File: src/rtl/tt_seq_pkg.sv
// Shared types and helpers for the melody sequencer that drives the 7-tone divider.
package tt_seq_pkg;

    localparam int NUM_NOTES = 7;
    localparam int NOTE_W    = 3;
    localparam int STEPS     = 16;
    localparam int ADDR_W    = $clog2(STEPS);

    typedef enum logic [1:0] {
        IDLE = 2'd0,
        NOTE = 2'd1,
        GAP  = 2'd2
    } state_e;

    // Code 0 is a rest (all lines low); code k selects divider line k-1.
    function automatic logic [NUM_NOTES-1:0] note_to_onehot(input logic [NOTE_W-1:0] code);
        logic [NUM_NOTES-1:0] sel;
        sel = '0;
        if (code != '0) begin
            sel = NUM_NOTES'(1) << (code - NOTE_W'(1));
        end
        return sel;
    endfunction

endpackage

File: src/rtl/note_sequencer_if.sv
// Control, melody-load and status signals between the sequencer and its host.
interface note_sequencer_if;
    import tt_seq_pkg::*;

    logic                  wr_en;
    logic [ADDR_W-1:0]     wr_addr;
    logic [NOTE_W-1:0]     wr_data;
    logic                  start;
    logic                  stop;
    logic                  loop_en;
    logic [7:0]            tempo;
    logic [ADDR_W-1:0]     len;
    logic [NUM_NOTES-1:0]  note_sel;
    logic [ADDR_W-1:0]     step;
    logic                  busy;
    logic                  done;

    modport master (
        output wr_en, wr_addr, wr_data, start, stop, loop_en, tempo, len,
        input  note_sel, step, busy, done
    );

    modport slave (
        input  wr_en, wr_addr, wr_data, start, stop, loop_en, tempo, len,
        output note_sel, step, busy, done
    );

endinterface

File: src/rtl/note_sequencer_prescaler.sv
// Tick generator: one tick every PRESC enabled cycles, held at zero while cleared.
module tick_prescaler #(
    parameter int PRESC = 4
) (
    input  logic clk,
    input  logic rst,
    input  logic en_i,
    input  logic clr_i,
    output logic tick_o
);
    localparam int CW = (PRESC > 2) ? $clog2(PRESC) : 1;

    logic [CW-1:0] cnt_q;
    logic [CW-1:0] cnt_d;
    logic          at_top;

    assign at_top = (cnt_q == CW'(PRESC - 1));
    assign tick_o = en_i && !clr_i && at_top;

    always_comb begin
        cnt_d = cnt_q;
        if (clr_i) begin
            cnt_d = '0;
        end else if (en_i) begin
            cnt_d = at_top ? '0 : cnt_q + CW'(1);
        end
    end

    always_ff @(posedge clk) begin
        if (rst) begin
            cnt_q <= '0;
        end else begin
            cnt_q <= cnt_d;
        end
    end

endmodule

File: src/rtl/note_sequencer.sv
// Melody sequencer: plays up to 16 stored note codes with per-note duration and a
// one-tick silent gap, in one-shot or looped mode.
//
//   state | meaning
//   IDLE  | stopped, outputs silent, waiting for start
//   NOTE  | sounding mem[step] for tempo_q+1 ticks
//   GAP   | silent articulation gap of one tick, then next step / loop / done
module note_sequencer
    import tt_seq_pkg::*;
#(
    parameter int PRESC = 4
) (
    input  logic             clk,
    input  logic             rst,
    note_sequencer_if.slave  bus
);

    logic [NOTE_W-1:0]     mem_q [STEPS];

    state_e                state_q;
    logic [ADDR_W-1:0]     step_q;
    logic [NUM_NOTES-1:0]  note_sel_q;
    logic                  busy_q;
    logic                  done_q;
    logic [7:0]            beat_q;
    logic [7:0]            tempo_q;
    logic [ADDR_W-1:0]     len_q;

    logic                  tick;
    logic [ADDR_W-1:0]     step_d;
    logic [NUM_NOTES-1:0]  next_sel_d;
    logic [NUM_NOTES-1:0]  first_sel_d;

    tick_prescaler #(
        .PRESC (PRESC)
    ) u_presc (
        .clk    (clk),
        .rst    (rst),
        .en_i   (state_q != IDLE),
        .clr_i  (state_q == IDLE),
        .tick_o (tick)
    );

    // Reads happen before the write on the same edge lands, so a step entered
    // while its slot is being rewritten plays the old code.
    always_comb begin
        step_d      = step_q + ADDR_W'(1);
        next_sel_d  = note_to_onehot(mem_q[step_d]);
        first_sel_d = note_to_onehot(mem_q[0]);
    end

    always_ff @(posedge clk) begin
        if (rst) begin
            for (int i = 0; i < STEPS; i++) begin
                mem_q[i] <= '0;
            end
        end else if (bus.wr_en) begin
            mem_q[bus.wr_addr] <= bus.wr_data;
        end
    end

    always_ff @(posedge clk) begin
        if (rst) begin
            state_q    <= IDLE;
            step_q     <= '0;
            note_sel_q <= '0;
            busy_q     <= 1'b0;
            done_q     <= 1'b0;
            beat_q     <= '0;
            tempo_q    <= '0;
            len_q      <= '0;
        end else begin
            done_q <= 1'b0;
            case (state_q)
                IDLE: begin
                    if (bus.start && !bus.stop) begin
                        state_q    <= NOTE;
                        step_q     <= '0;
                        note_sel_q <= first_sel_d;
                        busy_q     <= 1'b1;
                        beat_q     <= bus.tempo;
                        tempo_q    <= bus.tempo;
                        len_q      <= bus.len;
                    end
                end
                NOTE: begin
                    if (bus.stop) begin
                        state_q    <= IDLE;
                        step_q     <= '0;
                        note_sel_q <= '0;
                        busy_q     <= 1'b0;
                    end else if (tick) begin
                        if (beat_q == '0) begin
                            state_q    <= GAP;
                            note_sel_q <= '0;
                        end else begin
                            beat_q <= beat_q - 8'd1;
                        end
                    end
                end
                GAP: begin
                    if (bus.stop) begin
                        state_q    <= IDLE;
                        step_q     <= '0;
                        note_sel_q <= '0;
                        busy_q     <= 1'b0;
                    end else if (tick) begin
                        beat_q <= tempo_q;
                        if (step_q != len_q) begin
                            state_q    <= NOTE;
                            step_q     <= step_d;
                            note_sel_q <= next_sel_d;
                        end else if (bus.loop_en) begin
                            state_q    <= NOTE;
                            step_q     <= '0;
                            note_sel_q <= first_sel_d;
                        end else begin
                            state_q    <= IDLE;
                            step_q     <= '0;
                            busy_q     <= 1'b0;
                            done_q     <= 1'b1;
                        end
                    end
                end
                default: begin
                    state_q    <= IDLE;
                    step_q     <= '0;
                    note_sel_q <= '0;
                    busy_q     <= 1'b0;
                end
            endcase
        end
    end

    assign bus.note_sel = note_sel_q;
    assign bus.step     = step_q;
    assign bus.busy     = busy_q;
    assign bus.done     = done_q;

endmodule

File: src/flat_wrapper.sv
// flat-port wrapper written by rule: the top's interface ports become plain ports
module note_sequencer_flat import tt_seq_pkg::*;
#(
    parameter int PRESC = 4
)
  (clk, rst, bus_wr_en, bus_wr_addr, bus_wr_data, bus_start, bus_stop, bus_loop_en, bus_tempo, bus_len, bus_note_sel, bus_step, bus_busy, bus_done);
  note_sequencer_if bus_i ();
  input  logic clk;
  input  logic rst;
  input wire logic [$bits(bus_i.wr_en)-1:0] bus_wr_en;
  input wire logic [$bits(bus_i.wr_addr)-1:0] bus_wr_addr;
  input wire logic [$bits(bus_i.wr_data)-1:0] bus_wr_data;
  input wire logic [$bits(bus_i.start)-1:0] bus_start;
  input wire logic [$bits(bus_i.stop)-1:0] bus_stop;
  input wire logic [$bits(bus_i.loop_en)-1:0] bus_loop_en;
  input wire logic [$bits(bus_i.tempo)-1:0] bus_tempo;
  input wire logic [$bits(bus_i.len)-1:0] bus_len;
  output wire logic [$bits(bus_i.note_sel)-1:0] bus_note_sel;
  output wire logic [$bits(bus_i.step)-1:0] bus_step;
  output wire logic [$bits(bus_i.busy)-1:0] bus_busy;
  output wire logic [$bits(bus_i.done)-1:0] bus_done;
  assign bus_i.wr_en = bus_wr_en;
  assign bus_i.wr_addr = bus_wr_addr;
  assign bus_i.wr_data = bus_wr_data;
  assign bus_i.start = bus_start;
  assign bus_i.stop = bus_stop;
  assign bus_i.loop_en = bus_loop_en;
  assign bus_i.tempo = bus_tempo;
  assign bus_i.len = bus_len;
  assign bus_note_sel = bus_i.note_sel;
  assign bus_step = bus_i.step;
  assign bus_busy = bus_i.busy;
  assign bus_done = bus_i.done;
  note_sequencer #(.PRESC(PRESC)) u_core (.clk(clk), .rst(rst), .bus(bus_i));
endmodule
File: config.mk
export PLATFORM = sky130hd
export DESIGN_NAME = note_sequencer_flat
export DESIGN_NICKNAME = d
export VERILOG_FILES = /design/src/rtl/tt_seq_pkg.sv /design/src/rtl/note_sequencer_if.sv /design/src/rtl/note_sequencer_prescaler.sv /design/src/rtl/note_sequencer.sv /design/src/flat_wrapper.sv
export SDC_FILE = /design/constraint.sdc
export NUM_CORES = 1
export LEC_CHECK = 0
export CAP_MARGIN = 10
export CORE_AREA = 2 2 126 128
export CTS_BUF_LIST = sky130_fd_sc_hd__clkbuf_2 sky130_fd_sc_hd__clkbuf_4 sky130_fd_sc_hd__clkbuf_8
export DETAILED_ROUTE_END_ITERATION = 7
export DIE_AREA = 0 0 128 130
export GPL_TIMING_DRIVEN = 0
export PLACE_DENSITY = 0.49
export SLEW_MARGIN = 20
export SYNTH_ARGS = -nofsm -noshare
export SYNTH_HDL_FRONTEND = slang
export SYNTH_HIERARCHICAL = 1
export SYNTH_SLANG_ARGS = --single-unit
File: constraint.sdc
create_clock -name clk -period 2.58 [get_ports clk]
set_input_delay 0.387 -clock clk [delete_from_list [all_inputs] [get_ports clk]]
set_output_delay 0.387 -clock clk [all_outputs]
set_load 0.03 [all_outputs]
# Word level (Yosys, flattened, before mapping)
# Memory sizes are Yosys's and may differ from the RTL's.
# Cells that the tools add are included.
[word_totals]
reg_bits = 37
ramBits = 48
inputBits = 25
mem_count = 1
output_inout_bits = 13
[classes]
reduce_logical = 20
n_mux = 50
shifts = 2
n_eq_ne = 17
add_sub_neg = 5
bitwise_logic = 2
[memory_table]
columns = ["name", "words", "width", "rd", "rd_ports_with_merged_regs", "write_ports", "line", "text"]
rows = [
  ["u_core.mem_q", 16, 3, 2, 0, 16, "note_sequencer.sv:18", "logic [NOTE_W-1:0] mem_q [STEPS];"],
]
[op_table]
columns = ["cell", "count"]
rows = [
  ["2-to-1 mux 7 bit", 10],
  ["2-to-1 mux 8 bit", 6],
  ["2-to-1 mux 4 bit", 6],
  ["case mux 8 bit (3 select lines)", 1],
  ["case mux 7 bit (3 select lines)", 1],
  ["2-to-1 mux 2 bit", 8],
  ["2-to-1 mux 1 bit", 14],
  ["left shift 1 x 3 -> 7 bit, first input constant", 2],
  ["case mux 4 bit (3 select lines)", 1],
  ["AND reduction 5 bit", 2],
  ["inequality test 3 x 2 -> 1 bit, second input constant", 3],
  ["nonzero test 3 bit", 3],
  ["zero test 8 bit", 1],
  ["inequality test 2 bit, second input constant", 4],
  ["subtractor 8 x 1 -> 8 bit, second input constant", 1],
  ["AND reduction 7 bit", 1],
  ["inequality test 2 x 1 -> 1 bit, second input constant", 3],
  ["inequality test 3 bit, second input constant", 2],
  ["case mux 2 bit (3 select lines)", 1],
  ["subtractor 3 x 1 -> 3 bit, second input constant", 2],
  ["OR reduction 5 bit", 1],
  ["adder 4 x 1 -> 4 bit, second input constant", 1],
  ["equality test 2 bit, second input constant", 2],
  ["inequality test 4 x 3 -> 1 bit, second input constant", 1],
  ["other kinds (15)", 19],
]

# Longest topological paths before layout
# An unclocked memory read counts as a cell.
[depth]
word_depth = 9
mapped_depth = 12
mapped_depth_nobuf = 10

# Hierarchy
# The synthesis kept the hierarchy.
[modules_own_cells]
columns = ["module", "cells_per_inst", "n_inst", "area_per_inst_um2"]
rows = [
  ["note_sequencer", 416, 1, 4426.7],
  ["tick_prescaler", 9, 1, 103.8],
]

# Worst setup path after synthesis
# OpenSTA, ideal clock, no wires.
[synth_path]
path_kind = "reg2reg"
start = "register u_core.step_q[1] (netlist: u_core/bus.step[1])"
end = "register u_core.note_sel_q[5] (netlist: u_core/bus.note_sel[5])"
arrival_time_ns = 2.937
required_time_ns = 2.494
setup_time_ns = 0.086
synth_period_minus_slack_ns = 3.023
setup_slack_ns = -0.443
path_buffers = 1
stages_incl_launch_ff = 10
path_cell_list = "dfxtp_1 > ha_1 > buf_2 > mux4_2 > mux4_1 > inv_1 > ha_1 > nor4_1 > a31oi_1 > a211oi_1"
[synth_via]
elab_chain_len = 9
[synth_rtl]
columns = ["element", "line", "text"]
rows = [
  ["from (decl)", "note_sequencer.sv:21", "logic [ADDR_W-1:0] step_q;"],
  ["from (signal assigned)", "note_sequencer.sv:111", "step_q <= step_d;"],
  ["adder 4 x 1 -> 4 bit", "note_sequencer.sv:47", "step_d = step_q + ADDR_W'(1);"],
  ["memory (16 x 3 bit)", "-", ""],
  ["subtractor 3 x 1 -> 3 bit", "tt_seq_pkg.sv:20", "sel = NUM_NOTES'(1) << (code - NOTE_W'(1));"],
  ["left shift 1 x 3 -> 7 bit", "tt_seq_pkg.sv:20", ""],
  ["2-to-1 mux 7 bit", "tt_seq_pkg.sv:19", "if (code != '0) begin"],
  ["2-to-1 mux 7 bit", "note_sequencer.sv:109", "if (step_q != len_q) begin"],
  ["2-to-1 mux 7 bit", "note_sequencer.sv:107", "end else if (tick) begin"],
  ["2-to-1 mux 7 bit", "note_sequencer.sv:102", "if (bus.stop) begin"],
  ["case mux 7 bit (3 select lines)", "note_sequencer.sv:74", "case (state_q)"],
  ["to (signal assigned)", "note_sequencer.sv:79", "note_sel_q <= first_sel_d;"],
  ["to (signal assigned)", "note_sequencer.sv:112", "note_sel_q <= next_sel_d;"],
  ["to (signal assigned)", "note_sequencer.sv:116", "note_sel_q <= first_sel_d;"],
  ["to (decl)", "note_sequencer.sv:22", "logic [NUM_NOTES-1:0] note_sel_q;"],
]
# Several ways; a longest one is shown, not always the timed one. The select of a mux whose other input is x is not followed.
# A chain may end at the register's enable or synchronous reset.

# Worst setup path after layout
[layout_path]
start = "register u_core.step_q[0] (netlist: u_core/bus.step[0])"
end = "register u_core.note_sel_q[4] (netlist: u_core/bus.note_sel[4])"
# Same word-level chain as after synthesis.

==> flow_summary.ini <==
[outcome]
status = complete, but fails checks
violations = negative setup slack

[synth]
synth-edff-count = 48
synth_compound_area_share_pct = 10.1
ys.warnings.count = 6
synth_cells = 425
yosys-mux-area-fraction_pct = 11.6
synthSimpleGateAreaFrac_pct = 21.9
ys_ff_latch = 85
synth_area_leaders = edfxtp_1 32%, dfxtp_1 16%, and2_1 6.6%
synth_xor_area_share_pct = 2.46
synth_top_family_by_area = simple AND/OR/NAND/NOR gates
synthFlopType = edfxtp_1
syn-num-nets = 459
yosys.cell_count.top_type = nor2_1
avgSynthCellArea_um2 = 10.7
synth_common_cells = 63 x nor2_1, 48 x and2_1, 48 x edfxtp_1
synthAdderAreaFrac_pct = 2.49
synth_area_um2 = 4530
yosysTopAreaCell = edfxtp_1
synth_seq_area_share_pct = 48.2
async_flop_share_pct = 0
synth_cell_types = 56
synth_top_area_share_pct = 31.8

[place]
port_buffers = 37
place_ws_ps = -321
dpl.cell_count = 654
dp_hpwl_um = 7820
gp_congestion = 0.763

[route]
wire_per_inst_um = 16.4
totalWireLength_um = 11200
drt_iter0_markers = 263
dr_total_vias = 3323
via_per_inst = 4.87
postRouteAntennaNets = 0
first_pass_iters = 4
drc = 0

[die]
pin_count = 38
rows = 46
die_area_um2 = 16600
die_w_um = 128
die_height_um = 130
core_area_um2 = 15400
start_util_pct = 29.4

[timing]
fin_ws_ps = -75.7
slew_headroom_pct = 51.6
period_share_pct = 103
worst_pin_slew_ps = 726
final_max_slew_viol_count = 0
grt_setup_unrepaired = yes
setup_viol = 5
skew_ps = 15.5
min_period_ps = 2660
fmax_mhz = 377
hold_viol = 0

[setup_path]
slowest_delay_ps = 490
crit_family = multiplexers
critPathBufInv = 2
crit_cells = 9
crit_slowest_cell = mux4_2
critPathLaunchType = flip-flop
required_ps = 2870
crit_fanout = 5
arrival_ps = 2940
path_cells = ha_4 -> buf_12 -> mux4_2 -> mux4_2 -> inv_2 -> ha_4 -> nor3b_4 -> a21oi_1 -> a211oi_1
r2r_cells = 9
path_class = reg -> reg
worstSetupEndpointType = flip-flop

[worst_hold_path]
hold_class = reg -> reg
min_path_cells = 2

[finish]
finalNonFillerCells = 682
utilization_pct = 36.5
fillers = 1548
syn2layout_area_growth_pct = 24.2
drive_gt1_share_pct = 17.8
fin_nets = 519
num_antenna_cells = 0

[grt]
grt-ovfl-total = 0
gr-usage-met1_pct = 19.0
gr-usage-met3_pct = 2.83
grt_pass1_vias = 3363
top_usage_layer = met2
grt_util_met2_pct = 23.0
track_usage_pct = 14.3
antenna_found_initial = 0
grt_max_degree = 18
grt_pass1_wl_um = 18100

[clock_tree]
cts_buffers = 9
clock-sinks = 85
clockBufferDepth = 2
clk_pin_slew_ps = 110
cts_tree = built
cts_htree_levels = 3
clk_latency_ps = 370
clk_root_buffer_cell = clkbuf_8

[power]
power.density_nw_per_um2 = 726
power_mw = 4.09
leakage_nw = 2.00
ir_drop_mv = 0.215

[flow_run]
cap_viol_max_count = 0
power breakdown:
part | leakage [nW] | total, mW | switching, mW | internal [mW]
clock | 0.0964 | 0.937 | 0.563 | 0.375
combinational | 1.14 | 1.45 | 0.851 | 0.601
sequential | 0.761 | 1.70 | 0.115 | 1.58
cell usage in the layout, fill, tap and decap left out, types with 3 or more instances in the layout:
master,Yosys,layout
a22oi_1,5,5
nor2b_1,3,3
mux4_2,12,13
and2_1,48,48
o21ai_0,14,14
clkbuf_8,0,9
nand4_1,3,3
xnor2_1,5,5
nand3_1,4,3
a211oi_1,8,8
buf_4,0,10
nand2b_1,8,7
nor2_1,63,60
dfxtp_1,37,35
a21oi_1,23,23
xor2_1,4,4
or2_2,6,6
nand2_1,18,18
inv_1,12,9
clkbuf_1,14,14
ha_1,9,6
nor4_4,1,3
clkdlybuf4s50_1,0,37
ha_4,0,3
a211oi_2,3,3
inv_2,0,3
mux2i_1,20,18
edfxtp_1,48,48
nor3_1,11,10
through the flow:
stage | TNS (ps) | instance area (um^2) | hold WS [ps]
after global placement | -4870 | 5180 | 476
after global routing | -662 | 5630 | 525
after floorplan | -46.6 | 4570 | 452
final | -198 | 5630 | 489
after CTS | -375 | 5560 | 491
after detailed placement | -5530 | 5180 | 477
flip-flops by register name, indices dropped and copies added, names as in the netlist:
name                  cells
u_core/beat_q             8
u_core/bus.busy           1
u_core/bus.done           1
u_core/bus.note_sel       7
u_core/bus.step           4
u_core/len_q              4
u_core/mem_q             48
u_core/state_q            2
u_core/tempo_q            8
u_core/u_presc/cnt_q      2
worst reg2reg max path: stages (launching register included):
cell	delay, ps
dfxtp_4	370
ha_4	310
buf_12	120
mux4_2	490
mux4_2	470
inv_2	80
ha_4	220
nor3b_4	190
a21oi_1	100
a211oi_1	220
worst paths after layout:
check | start | end | slack [ps]
max | u_core/bus.step[0] | u_core/bus.note_sel[4] | -80
max reg2reg | u_core/bus.step[0] | u_core/bus.note_sel[4] | -80
min | u_core/beat_q[5] | u_core/beat_q[5] | 490
min reg2reg | u_core/beat_q[5] | u_core/beat_q[5] | 490
timing repair:
action                                 CTS  global route
buffers inserted                        10             1
pin swaps                               11             7
endpoints found under the hold margin    0             0
gates cloned                             1             0
setup endpoints to repair               11            23
gates resized for setup                 12            14
hold buffers                             0             0
layer usage:
metal / routed length (um) / up-vias
li1: - / 1652
met1: 5330 / 1603
met2: 5320 / 57
met3: 389 / 11
met4: 137 / 0
met5: 0 / -
area by class of cell:
cell class                 instances  area, um^2  area share [%]
sequential                        85        2190            38.9
clock buffer                       9         124            2.20
buffer                            21         124            2.20
clock inverter                     7        68.8            1.22
multi-input combinational        307        2340            41.6
inverter                          12        45.0           0.800
timing repair buffer              49         498            8.85
tap                              192         240            4.27
cells by family (layout without fill, tap and decap cells):
group | count (synthesis) | after routing
AOI/OAI and AO/OA | 67 | 67
adders and majority gates | 9 | 9
muxes | 35 | 35
and+or+nand+nor | 185 | 185
buffers and inverters | 33 | 98
xor gates and xnor gates | 11 | 11
DFF | 85 | 85
No activity file was read; power rests on OpenSTA's default activity.
